<file path="src/rtl/signal_sync_pkg.sv">
// Shared helpers for the multi-channel level synchronizer: counter sizing,
// the minimum chain depth, and an elaboration-time parameter guard.
`ifndef SIGNAL_SYNC_PKG_SV
`define SIGNAL_SYNC_PKG_SV

// Expands to generate items that stop elaboration on an illegal chain depth or filter length.
`define SIGNAL_SYNC_CHECK_PARAMS(stages, filter) \
    if ((stages) < signal_sync_pkg::SYNC_MIN_STAGES) begin : gBadStages \
        $error("signal_sync: STAGES must be at least %0d", signal_sync_pkg::SYNC_MIN_STAGES); \
    end \
    if ((filter) < 0) begin : gBadFilter \
        $error("signal_sync: FILTER must not be negative"); \
    end

package signal_sync_pkg;

    localparam int SYNC_MIN_STAGES = 2;

    typedef struct packed {
        logic level;
        logic rise;
        logic fall;
        logic busy;
    } chanStatus_t;

    function automatic int clog2(input int value);
        int result;
        int span;
        result = 0;
        span   = 1;
        while (span < value) begin
            span   = span << 1;
            result = result + 1;
        end
        return result;
    endfunction

    // The stability counter needs a real bit even when filtering is disabled.
    function automatic int cntWidth(input int filter);
        return (clog2(filter + 1) < 1) ? 1 : clog2(filter + 1);
    endfunction

endpackage

`endif

</file>
<file path="src/rtl/signal_sync_chan.sv">
// One synchronized, glitch-filtered channel: flop chain, stability counter,
// output level register and coincident rise/fall pulse registers.
module signal_sync_chan
    import signal_sync_pkg::*;
#(
    parameter int   STAGES = 2,
    parameter int   FILTER = 0,
    parameter logic INIT   = 1'b0
) (
    input  logic        clkB,
    input  logic        rst_clkB,
    input  logic        inAsync,
    output chanStatus_t status
);

    localparam int               CNT_W   = cntWidth(FILTER);
    localparam logic [CNT_W-1:0] CNT_MAX = CNT_W'(FILTER);

    `SIGNAL_SYNC_CHECK_PARAMS(STAGES, FILTER)

    (* ASYNC_REG = "TRUE" *) logic [STAGES-1:0] syncChain;

    logic             sLevel;
    logic             outLevel;
    logic             riseQ;
    logic             fallQ;
    logic [CNT_W-1:0] cnt;
    logic             countDone;

    assign sLevel    = syncChain[STAGES-1];
    assign countDone = (cnt == CNT_MAX);

    // NOTE: non-blocking assignments so every register here samples pre-edge values.
    always_ff @(posedge clkB) begin
        if (rst_clkB) begin
            syncChain <= {STAGES{INIT}};
            outLevel  <= INIT;
            cnt       <= '0;
            riseQ     <= 1'b0;
            fallQ     <= 1'b0;
        end else begin
            syncChain <= {syncChain[STAGES-2:0], inAsync};
            // Pulses are registered alongside outLevel so they share its transition cycle.
            riseQ     <= ~outLevel &  sLevel & countDone;
            fallQ     <=  outLevel & ~sLevel & countDone;
            if (sLevel == outLevel) begin
                cnt <= '0;
            end else if (countDone) begin
                outLevel <= sLevel;
                cnt      <= '0;
            end else begin
                cnt <= cnt + CNT_W'(1);
            end
        end
    end

    assign status = '{level: outLevel, rise: riseQ, fall: fallQ, busy: (cnt != '0)};

endmodule

</file>
<file path="src/rtl/signal_sync_filt.sv">
// Multi-channel level synchronizer into the clkB domain; channels are independent,
// so this is not a coherent bus synchronizer.
module signal_sync_filt
    import signal_sync_pkg::*;
#(
    parameter int               WIDTH  = 1,
    parameter int               STAGES = 2,
    parameter int               FILTER = 0,
    parameter logic [WIDTH-1:0] INIT   = {WIDTH{1'b0}}
) (
    input  logic             clkB,
    input  logic             rst_clkB,
    input  logic [WIDTH-1:0] in_clkA,
    output logic [WIDTH-1:0] out_clkB,
    output logic [WIDTH-1:0] rise_clkB,
    output logic [WIDTH-1:0] fall_clkB,
    output logic [WIDTH-1:0] busy_clkB
);

    if (WIDTH < 1) begin : gBadWidth
        $error("signal_sync_filt: WIDTH must be at least 1");
    end

    for (genvar i = 0; i < WIDTH; i++) begin : gChan
        chanStatus_t status;

        signal_sync_chan #(
            .STAGES (STAGES),
            .FILTER (FILTER),
            .INIT   (INIT[i])
        ) uChan (
            .clkB     (clkB),
            .rst_clkB (rst_clkB),
            .inAsync  (in_clkA[i]),
            .status   (status)
        );

        assign out_clkB[i]  = status.level;
        assign rise_clkB[i] = status.rise;
        assign fall_clkB[i] = status.fall;
        assign busy_clkB[i] = status.busy;
    end

endmodule

</file>
<file path="config.mk">
export PLATFORM = sky130hd
export DESIGN_NAME = signal_sync_filt
export DESIGN_NICKNAME = d
export VERILOG_FILES = /design/src/rtl/signal_sync_pkg.sv /design/src/rtl/signal_sync_chan.sv /design/src/rtl/signal_sync_filt.sv
export SDC_FILE = /design/constraint.sdc
export NUM_CORES = 1
export LEC_CHECK = 0
export CORE_AREA = 2 2 39 41
export CTS_BUF_LIST = sky130_fd_sc_hd__clkbuf_4 sky130_fd_sc_hd__clkbuf_8 sky130_fd_sc_hd__clkbuf_16
export CTS_CLUSTER_DIAMETER = 40
export DETAILED_ROUTE_END_ITERATION = 8
export DIE_AREA = 0 0 41 43
export SETUP_SLACK_MARGIN = 0.2
export SYNTH_ARGS = -nofsm -noshare
export SYNTH_HDL_FRONTEND = slang
export SYNTH_SLANG_ARGS = --single-unit
</file>
<file path="constraint.sdc">
create_clock -name clkB -period 1.35 [get_ports clkB]
set_input_delay 0.27 -clock clkB [delete_from_list [all_inputs] [get_ports clkB]]
set_output_delay 0.27 -clock clkB [all_outputs]
set_load 0.02 [all_outputs]
</file>
Yosys cells after proc, flatten, opt, wreduce, memory -nomap -nowiden
Index checks and enable logic that the tools add are counted.
W data, S select, Z words.
Operators by class
  add/sub/neg operators: 1
  eq/ne operators: 1
  bitwise logic cells: 8
  reductions and logical operators: 2
Operators with widths (number)
  $and A1 B1 Y1: 4
  $not A1 Y1: 4
  $reduce_or A3 Y1: 1
  $reduce_and A2 Y1: 1
  $add A1 B1 Y1 const B: 1
  $eq A1 B1 Y1: 1
Word-level totals
  register bits after elaboration: 6
  input port bits: 3
  output and inout port bits: 4

Longest topological paths before layout
Gate-level depths: netlist of run 1.
  depth after elaboration: 3
  mapped depth: 4
  depth with buffers taken out: 4

Worst setup path after synthesis of run 1
OpenSTA, ideal clock, no wires.
  path kind: register to register
  from: reg gChan[0].uChan.outLevel
  to: reg gChan[0].uChan.outLevel
  setup time: 0.070 ns
  arrival time: 1.275 ns
  data required time: 1.280 ns
  path slack: 0.005 ns
  cell stages (with the launch flop): 5
  clock period less this slack: 1.345 ns
  path through: dfxtp_1 inv_1 ha_1 or3b_1 a21oi_1
On the way
  longest elaborated chain between the ends: 3
RTL lines
  start, declared: RTL line signal_sync_chan.sv:24  | logic outLevel;
  start signal, assigned: RTL line signal_sync_chan.sv:49  | outLevel <= sLevel;
  $eq A1 B1 Y1: RTL line signal_sync_chan.sv:46  | if (sLevel == outLevel) begin
  $not A1 Y1 (no line)
  $reduce_and A2 Y1 (no line)
No other way between the ends.
A chain may end at the register's enable or synchronous reset.

Worst setup path after layout of run 1
Same ends and word-level chain as after synthesis.

==> impl_metrics.json, run 1 <==
{
  "status": "finished, final reports clean",
  "grt_pass1_vias": 112,
  "period_share_pct": 83.43,
  "seq_area_frac_synth_pct": 59.26,
  "critPathArrivalTime_ns": 1.30,
  "dr_total_vias": 152,
  "htree_num_levels": 1,
  "die_h_um": 43,
  "dp_hpwl_um": 216.4,
  "vdd_drop_max_mv": 0.5147,
  "grt_antenna_before_repair": 0,
  "groute.usage.overall_pct": 5.823,
  "path_clk_slew_ns": 0.05,
  "gp_congestion": 0.5234,
  "core_area_mm2": 0.001384,
  "slew_viol_final": 0,
  "setup-violations-final": 0,
  "drv_cap": 0,
  "grt_overflow": 0,
  "dieArea_mm2": 0.001763,
  "seqCellArea_um2": 123.9,
  "synth_cells": 18,
  "syn_to_final_growth_pct": 52.47,
  "period_needed_ns": 1.126,
  "syn_nets": 23,
  "mostFrequentLayoutCell": "dfxtp_1",
  "start_util_pct": 14.65,
  "hold_violations": 0,
  "final_cell_mix": "dfxtp_1, clkbuf_4, clkbuf_2",
  "portBuffers": 6,
  "insertion_delay_ns": 0.25,
  "rsz0062_at_grt": "false",
  "dieWidth_um": 41,
  "required_ns": 1.53,
  "wire_per_inst_um": 6.886,
  "grt_busiest_layer": "met3",
  "cts_sinks": 6,
  "worst_slack_ns": 0.2237,
  "use_met3_pct": 9.424,
  "r2r_cells": 4,
  "finClkSkew_ns": 0.007209,
  "holdPathStages": 1,
  "tns_ns": 0,
  "row_count": 14,
  "antenna_cells": 0,
  "final_nets": 34,
  "pin_count": 7,
  "synth_seq_cells": 6,
  "grt_pass1_wl_um": 503,
  "yosys_warnings": 0,
  "first_iter_violations": 1,
  "drive_above_1_share_pct": 39.29,
  "via_per_inst": 3.455,
  "first_pass_iters": 2,
  "crit_fanout": 4,
  "cp-end-kind": "register",
  "power_per_cell_area_mw_per_mm2": 1321,
  "cts.path.max_buffers": 2,
  "start_kind": "register",
  "multi_input_area_um2": 87.58,
  "met2_usage_pct": 3.750,
  "ant_nets": 0,
  "clockRootBuffer": "clkbuf_4",
  "cts_tree": "done",
  "hold_ws_ns": 0.4345,
  "cts_made_buffers": 3,
  "route.detailed.drc": 0,
  "postCtsHoldBufs": 0,
  "fillers": 149,
  "grt_start_max_net_pins": 6,
  "power.leakage_nw": 0.1245,
  "place_ws_ns": 0.1003,
  "finalWirelength_um": 303,
  "hp-class": "reg -> reg",
  "yosysUniqueCellTypes": 9,
  "grt_util_met1_pct": 6.109,
  "fmax_mhz": 887.8,
  "worstSetupPathType": "reg -> reg",
  "avgSynthCellArea_um2": 11.26,
  "syn_area_um2": 202.7
}
## critical path, stage by stage, from the launching register on
cell	delay, ns
dfxtp_4	0.36
inv_2	0.04
ha_4	0.20
or3b_1	0.34
a21oi_1	0.12
## logic make-up after synthesis
logic type,after synthesis,synth area share [%]
AOI/OAI and AO/OA,2,4.934
adders and majority gates,2,12.34
buffers and inverters,2,3.705
DFF,6,59.26
other,1,1.850
and+or+nand+nor,5,17.90
## area by class of cell
class	count	share of cell area [%]
flip-flops and latches	6	40.08
clock buffers	4	9.717
inverters	2	2.429
well taps	16	6.478
repair buffers	6	12.96
multi-input cells	10	28.34
## per-layer routing
layer	vias to the layer above	wire length, um	part of all wire (%)
li1	77	-	-
met5	-	0	0
met4	0	8	2.6
met3	2	55	18
met1	64	131	43
met2	9	108	36
## power by group
part	switching (mW)	leakage, nW	internal [mW]	total (mW)
Clock	0.0723	0.0184	0.132	0.205
Combinational	0.00832	0.0561	0.0106	0.0189
Sequential	0.00357	0.0500	0.181	0.184
## flip-flops by register name, indices dropped and copies added (netlist names)
register,cells
gChan.uChan.cnt,1
gChan.uChan.fallQ,1
gChan.uChan.outLevel,1
gChan.uChan.riseQ,1
gChan.uChan.syncChain,2
## worst paths after layout
path / start / endpoint / slack [ns]
max: gChan[0].uChan.outLevel / gChan[0].uChan.outLevel / 0.22
min: gChan[0].uChan.syncChain[0] / gChan[0].uChan.syncChain[1] / 0.43
max reg2reg: gChan[0].uChan.outLevel / gChan[0].uChan.outLevel / 0.22
min reg2reg: gChan[0].uChan.syncChain[0] / gChan[0].uChan.syncChain[1] / 0.43
## cells in the mapped netlist (all sizes together)
cell	count	share of area, %
dfxtp	6	59
ha	2	12
inv	2	3.7
nor2b	2	6.2
nor3b	2	7.4
a21oi	1	2.5
conb	1	1.9
o21ai	1	2.5
or3b	1	4.3
## what timing repair did
item	in CTS	in global routing
cloned	0	0
pin swaps	1	0
endpoints found under the setup margin	5	4
gates resized for setup	7	6
setup buffers	0	0
## stage by stage
stage	total power, mW	instance area (um^2)	util (%)	instances
2_1_floorplan	0.1961	219.0	-	18
3_3_place_gp	0.2093	299.0	21.61	40
3_5_place_dp	0.2096	299.0	21.61	40
4_1_cts	0.4235	327.8	23.69	44
5_1_grt	0.4442	309.0	22.33	44
6_report	0.4082	309.0	22.33	44
(Power assumes the default switching activity.)
==> run 2: changes to the inputs <==
==> constraint.sdc (replaced) <==
create_clock -name clkB -period 1.1 [get_ports clkB]
set_input_delay 0.22 -clock clkB [delete_from_list [all_inputs] [get_ports clkB]]
set_output_delay 0.22 -clock clkB [all_outputs]
set_load 0.02 [all_outputs]
==> run 2 against run 1 <==
The run now ends with negative setup slack left. Power up 26%. Global-route usage fell by 0.10 points. Final cell count is 6.8% higher. Sequential cell count did not move. Wire length up 14%. Core utilization is 3.5 points higher. Design area is 16% higher. Maximum frequency shrank 0.63%. Critical path depth is the same. Critical path type unchanged. Via count grew 9.2%. Clock skew up 0.0027 ns. Clock-buffer cell count stayed put.
==> impl_metrics.json, run 2 (synthesized netlist as in run 1, its figures left out) <==
{
  "setup-violations-final": 1,
  "pin_count": 7,
  "status": "finished with violations",
  "final_cells": 47,
  "portBuffers": 6,
  "grt_pass1_vias": 140,
  "hp-class": "reg -> reg",
  "power.leakage_nw": 0.1460,
  "route.detailed.drc": 0,
  "syn_to_final_growth_pct": 76.54,
  "start_util_pct": 14.65,
  "vdd_drop_max_mv": 0.7799,
  "dieWidth_um": 41,
  "gp_congestion": 0.5866,
  "drive_above_1_share_pct": 58.06,
  "path_clk_slew_ns": 0.05,
  "drv_cap": 0,
  "htree_num_levels": 1,
  "fillers": 144,
  "cts_made_buffers": 3,
  "antenna_cells": 0,
  "dr_total_vias": 166,
  "first_iter_violations": 4,
  "cts.path.max_buffers": 2,
  "crit_fanout": 3,
  "finClkSkew_ns": 0.009916,
  "final_nets": 37,
  "groute.usage.overall_pct": 5.723,
  "largest_reg_flops": 2,
  "power_per_cell_area_mw_per_mm2": 1436,
  "violations": "negative setup slack",
  "slew_viol_final": 0,
  "cpMaxStageDelayCell": "or3b_1",
  "grt_pass1_wl_um": 545,
  "start_kind": "register",
  "row_count": 14,
  "cts_sinks": 6,
  "numPlacedInstances": 43,
  "cts_tree": "done",
  "grt_start_max_net_pins": 6,
  "finalPower_mw": 0.5139,
  "period_needed_ns": 1.133,
  "rsz0062_at_grt": "true",
  "final_cell_mix": "clkbuf_4, dfxtp_2, buf_6, buf_4",
  "ant_nets": 0,
  "hold_ws_ns": 0.4379,
  "multi_input_area_um2": 91.34,
  "worstSetupPathType": "reg -> reg",
  "dieArea_mm2": 0.001763,
  "path_cells": "inv_2 -> ha_4 -> or3b_1 -> a21oi_2",
  "postCtsHoldBufs": 0,
  "period_share_pct": 103.0,
  "finalWirelength_um": 346,
  "critPathArrivalTime_ns": 1.32,
  "insertion_delay_ns": 0.25,
  "fmax_mhz": 882.3,
  "required_ns": 1.29,
  "clockRootBuffer": "clkbuf_4",
  "mostFrequentLayoutCell": "clkbuf_4",
  "die_h_um": 43,
  "first_pass_iters": 3,
  "grt_overflow": 0,
  "seqCellArea_um2": 127.6,
  "hold_violations": 0,
  "via_per_inst": 3.532,
  "largest-register": "gChan.uChan.syncChain",
  "core_area_mm2": 0.001384,
  "grt_antenna_before_repair": 0,
  "critical-path-max-stage-delay_ns": 0.36,
  "wire_per_inst_um": 7.362,
  "cp-end-kind": "register",
  "worst_slack_ns": -0.03344
}
==> run 2: changes by cell type in the layout (fill, tap and decap cells not counted), sizes merged <==
cell,previous run,this run
buf,1,7
clkbuf,7,4
==> run 2: worst paths after layout <==
path / end / start / cells past startpoint / slack (ns)
worst max register to register: gChan[0].uChan.outLevel / gChan[0].uChan.outLevel / 4 / -0.03
worst min-delay path: gChan[0].uChan.syncChain[1] / gChan[0].uChan.syncChain[0] / 1 / 0.44
worst min register to register: gChan[0].uChan.syncChain[1] / gChan[0].uChan.syncChain[0] / 1 / 0.44
worst max-delay path: gChan[0].uChan.outLevel / gChan[0].uChan.outLevel / 4 / -0.03
==> run 2: metrics by stage <==
stage	setup WS, ns	cell area (um^2)	util [%]	setup TNS (ns)
after floorplan	-0.04855	219.0	-	-0.04855
after global placement	-0.03811	321.6	23.24	-0.09576
after detailed placement	-0.04313	321.6	23.24	-0.1005
after CTS	-0.02140	354.1	25.59	-0.02140
after global routing	-0.06793	357.8	25.86	-0.06793
final	-0.03344	357.8	25.86	-0.03344
==> run 2: cell type report <==
cell class,instances,area share [%]
sequential,6,35.66
tap,16,5.594
inverter,2,2.098
timing repair buffer,9,22.73
clock buffer,4,8.392
multi-input combinational,10,25.52
==> run 2: repair_timing <==
item,in CTS,in global routing
pin swaps,1,0
buffers inserted,0,0
resized for setup,25,1
setup endpoints to repair,6,6
==> run 2: critical path: cells and delay by family, from the launching register on <==
kind / cells / cell delay (ns)
AND/OR/NAND/NOR: 1 / 0.36
buffers and inverters: 1 / 0.06
adder cells (fa/ha/maj): 1 / 0.19
flip-flops: 1 / 0.34
AO/OA/AOI/OAI: 1 / 0.11
==> run 2: power by group <==
part | switching, mW | internal (mW) | leakage (nW) | total (mW)
clock network | 0.0916 | 0.163 | 0.0184 | 0.254
logic | 0.0129 | 0.0204 | 0.0766 | 0.0333
registers | 0.00378 | 0.222 | 0.0510 | 0.226
==> run 2: metal layers <==
layer | track usage (%) | part of all wire (%) | vias to the layer above
met1 | 4.502 | 42 | 72
met5 | 0 | 0 | -
li1 | - | - | 83
met4 | 2.000 | 0 | 0
met2 | 6.875 | 41 | 11
met3 | 9.424 | 16 | 0
==> variant 1 (config.mk and constraints of run 1) <==
`STAGES` is set to 2 in 2 places; all go to 4.
--- a/src/rtl/signal_sync_chan.sv
+++ b/src/rtl/signal_sync_chan.sv
@@ -4,5 +4,5 @@
     import signal_sync_pkg::*;
 #(
-    parameter int   STAGES = 2,
+    parameter int   STAGES = 4,
     parameter int   FILTER = 0,
     parameter logic INIT   = 1'b0
--- a/src/rtl/signal_sync_filt.sv
+++ b/src/rtl/signal_sync_filt.sv
@@ -5,5 +5,5 @@
 #(
     parameter int               WIDTH  = 1,
-    parameter int               STAGES = 2,
+    parameter int               STAGES = 4,
     parameter int               FILTER = 0,
     parameter logic [WIDTH-1:0] INIT   = {WIDTH{1'b0}}
Behaviour: not the same (Yosys sat finds a counterexample within 4 cycles, from zero or initial values and one cycle with rst_clkB high).
==> variant 1 against run 1 <==
- critical path depth stayed put
- area after synthesis is 26% higher
- power is 15% higher
- routed wire length is 11% higher
- first-iteration DRC count is 100% lower
- core utilization is 4.3 points higher
- sequential cell count is 2 higher
- worst setup slack worse by 0.010 ns
- worst hold slack better by 0.0060 ns
- design area is 19% higher
- highest routed layer is now met3
==> variant 1: results <==
[cts]
htreeDepth = 1
clock_latency_ns = 0.25
cts_resized = 12

[power]
p_leak_nw = 0.1436
combPwrFrac_pct = 3.5
ir_drop_v = 0.0005673
seqPwrFrac_pct = 51.7
swShare_pct = 18.75

[global_route]
grt_use_total_pct = 6.559
grt_pass1_vias = 159
grt_antenna_before_repair = 0
grt_pass1_wl_um = 648
grt_max_degree = 8

[placement]
dpl_cell_area_um2 = 351.6
placed_cells = 44
place_congestion = 0.7886

[synth]
syn_inst = 22
synth_seq_area_share_pct = 62.75
syn_nets = 27
synthTopCellsByCount = 8 x dfxtp_1, 4 x nor2b_1, 2 x ha_1, 2 x inv_1, 2 x nor3b_1
yosysUniqueCellTypes = 9
yosys-top-cells-area = dfxtp_1 63%, ha_1 9.8%, nor2b_1 9.8%

[timing]
clock-skew-final_ns = 0.004208

[worst_setup_path]
r2r-start = gChan[0].uChan.outLevel
crit_arrival_ns = 1.31

[cells_and_area]
finalNonFillerCells = 48
nets = 38
num-fill-cells = 142
regMostFlops = gChan.uChan.syncChain
largest_register_ffs = 4
drive_gt1_share_pct = 37.50

[routing]
first_iter_violations = 0
drt-total-wl_um = 335
drt_first_pass_iters = 1
via_per_inst = 3.583

[worst_hold_path]
hold_end = gChan[0].uChan.syncChain[2]
hp-start = gChan[0].uChan.syncChain[1]
holdPathStages = 1

[outcome]
status = finished, final reports clean
-- variant 1: cell type report --
type | instances | area share, %
repair buffers | 6 | 12.20
multi-input cells | 12 | 27.12
flip-flops and latches | 8 | 45.08
clock buffers | 4 | 8.136
inverters | 2 | 2.034
well taps | 16 | 5.424
-- variant 1: logic make-up (layout without fill, tap and decap cells) --
logic type | after synthesis | after routing | synth area share [%]
buffers and inverters | 2 | 12 | 2.942
AOI/OAI and AO/OA | 2 | 2 | 3.918
other | 1 | 1 | 1.469
adders and majority gates | 2 | 2 | 9.802
and+or+nand+nor | 7 | 7 | 19.11
DFF | 8 | 8 | 62.74
-- variant 1: how the worst max path moves through the flow --
stage / start / end
after detailed placement: gChan[0].uChan.cnt / busy_clkB
after global routing: gChan[0].uChan.outLevel / gChan[0].uChan.outLevel
final: gChan[0].uChan.outLevel / gChan[0].uChan.outLevel
after global placement: gChan[0].uChan.cnt / busy_clkB
after CTS: gChan[0].uChan.outLevel / gChan[0].uChan.outLevel
after floorplan: gChan[0].uChan.outLevel / gChan[0].uChan.outLevel
-- variant 1: routing by layer --
layer  part of all wire [%]  GRT usage (%)  vias up
met5                      0              0        -
met4                      0          6.000        0
met3                     14          7.853        0
met2                     42          6.563        9
met1                     44          6.536       73
li1                       -              -       90
-- variant 1: through the flow --
stage / util [%] / power [mW] / hold slack [ns] / worst slack, ns
2_1_floorplan: - / 0.2540 / 0.3294 / 0.2014
3_3_place_gp: 25.41 / 0.2664 / 0.4176 / 0.1159
3_5_place_dp: 25.41 / 0.2667 / 0.4243 / 0.09572
4_1_cts: 27.40 / 0.4852 / 0.4443 / 0.2003
5_1_grt: 26.67 / 0.5096 / 0.4636 / 0.1635
6_report: 26.67 / 0.4714 / 0.4406 / 0.2133
==> variant 2 (flow settings as in run 1) <==
Made on the original files. Make the reset (`rst_clkB`) asynchronous in one clocked block.
--- a/src/rtl/signal_sync_chan.sv
+++ b/src/rtl/signal_sync_chan.sv
@@ -32,5 +32,5 @@
 
     // NOTE: non-blocking assignments so every register here samples pre-edge values.
-    always_ff @(posedge clkB) begin
+    always_ff @(posedge clkB or posedge rst_clkB) begin
         if (rst_clkB) begin
             syncChain <= {STAGES{INIT}};
Formal check against the unedited RTL: differs if rst_clkB is asserted again (counterexample within 4 cycles, from zero or initial values and one cycle with rst_clkB high); with rst_clkB held inactive, the same outputs for 10 cycles.
==> variant 2 against run 1 <==
- worst setup slack gained 0.011 ns
- sequential share of layout area rose by 6.0 points
- largest cell class unchanged
- routed wire length is 20% lower
- area after synthesis down 7.4%
- design area is 11% lower
- sequential cell count decreased by 1
- via count decreased by 28%
- final cell count shrank 14%
Power is not compared: it rests on default switching activity, and its combinational part moved more than twofold at a synthesized area within 25%.
==> variant 2: results <==
[outcome]
status = finished, final reports clean

[cells_and_area]
n_antenna_cell = 0
num-fill-cells = 145
drive_gt1_share_pct = 45.45
nets = 28

[synth]
ys.flop_type = dfrtp_1
synth_seq_area_share_pct = 66.67
async_reset_ff_share_pct = 100.0
synthTopCellsByCount = 5 x dfrtp_1, 3 x inv_1, 2 x ha_1
syn_nets = 18
yosysUniqueCellTypes = 6

[routing]
wl_per_cell_um = 6.395
via_per_inst = 2.895
first_iter_violations = 0
drt_first_pass_iters = 1

[worst_hold_path]
worstHoldPathType = primary input to async pin

[global_route]
met1_usage_pct = 3.607
grt_pass1_vias = 129
grt_pass1_wl_um = 469
grt_use_total_pct = 4.949
grtUsageMet2_pct = 5.313
met3_usage_pct = 7.853

[worst_setup_path]
max_stage_delay_ns = 0.39
r2r-start = gChan[0].uChan.syncChain[1]
timing.rr.end = gChan[0].uChan.outLevel
cpMaxStageDelayCell = dfrtp_1
reg2reg_depth = 2
crit_arrival_ns = 1.24

[timing]
timing.hold.ws_ns = 0.2191
clock-skew-final_ns = 0.002164

[cts]
clock_latency_ns = 0.24

[placement]
place_congestion = 0.5287
dpl_cell_area_um2 = 251.5
port_buffers = 5
[variant 2: cell count changes in the layout (fill, tap and decap cells not counted), sizes merged]
cell,run 1,this run
dfrtp,0,5
dfxtp,6,0
a21oi,1,0
buf,1,3
nor3b,2,0
mux2,0,1
nor2b,2,0
o21ai,1,0
or3b,1,0
clkbuf,7,5
inv,2,3
[variant 2: logic make-up after synthesis]
kind of cell | after synthesis | synth area share, %
muxes | 1 | 7.998
DFF | 5 | 66.67
adders and majority gates | 2 | 13.33
buffers and inverters | 4 | 10.00
other | 1 | 1.998
[variant 2: worst register-to-register path, delay by kind of cell (launching register included)]
family                   cells  cell delay [ns]
adder cells (fa/ha/maj)      1             0.31
flip-flops                   1             0.39
multiplexers                 1             0.30
[variant 2: per-layer routing]
layer / vias up / share of wire [%]
met5: - / 0
met4: 0 / 2.5
met3: 2 / 25
met2: 9 / 34
met1: 46 / 39
li1: 53 / -
[variant 2: power groups by stage]
stage | registers (mW) | clock network, mW | logic (mW)
after floorplan | 0.252 | 0 | 0.0618
final | 0.204 | 0.191 | 0.175
after detailed placement | 0.214 | 0 | 0.182
after global placement | 0.210 | 0 | 0.174
after global routing | 0.209 | 0.221 | 0.192
after CTS | 0.212 | 0.198 | 0.161
[variant 2: final cells by class]
cell class	count	area (um^2)	area share, %
clock buffers	4	30.03	10.96
well taps	16	20.02	7.306
flip-flops and latches	5	126.4	46.12
multi-input cells	4	43.79	15.98
repair buffers	6	42.54	15.53
inverters	3	11.26	4.110
[variant 2: timing repair]
action                     CTS  global route
gates resized for setup      9             2
setup endpoints to repair    3             3
hold buffers                 0             0
setup buffers                0             1
pin swaps                    0             0
cloned                       0             0
[variant 2: stage by stage]
stage / setup slack, ns / utilization, % / instances
6_report: 0.2349 / 19.80 / 38
3_5_place_dp: 0.1023 / 18.17 / 33
4_1_cts: 0.2052 / 20.07 / 37
5_1_grt: 0.2071 / 19.80 / 38
3_3_place_gp: 0.1179 / 18.17 / 33
2_1_floorplan: 0.1854 / - / 13
[variant 2: worst max-delay path by stage]
stage                                 from                 endpoint  cells past startpoint
3_3_place_gp       gChan[0].uChan.outLevel                 out_clkB                      1
5_1_grt            gChan[0].uChan.outLevel  gChan[0].uChan.outLevel                      3
3_5_place_dp       gChan[0].uChan.outLevel                 out_clkB                      1
6_report       gChan[0].uChan.syncChain[1]  gChan[0].uChan.outLevel                      2
4_1_cts               gChan[0].uChan.riseQ                rise_clkB                      1
2_1_floorplan      gChan[0].uChan.outLevel  gChan[0].uChan.outLevel                      3
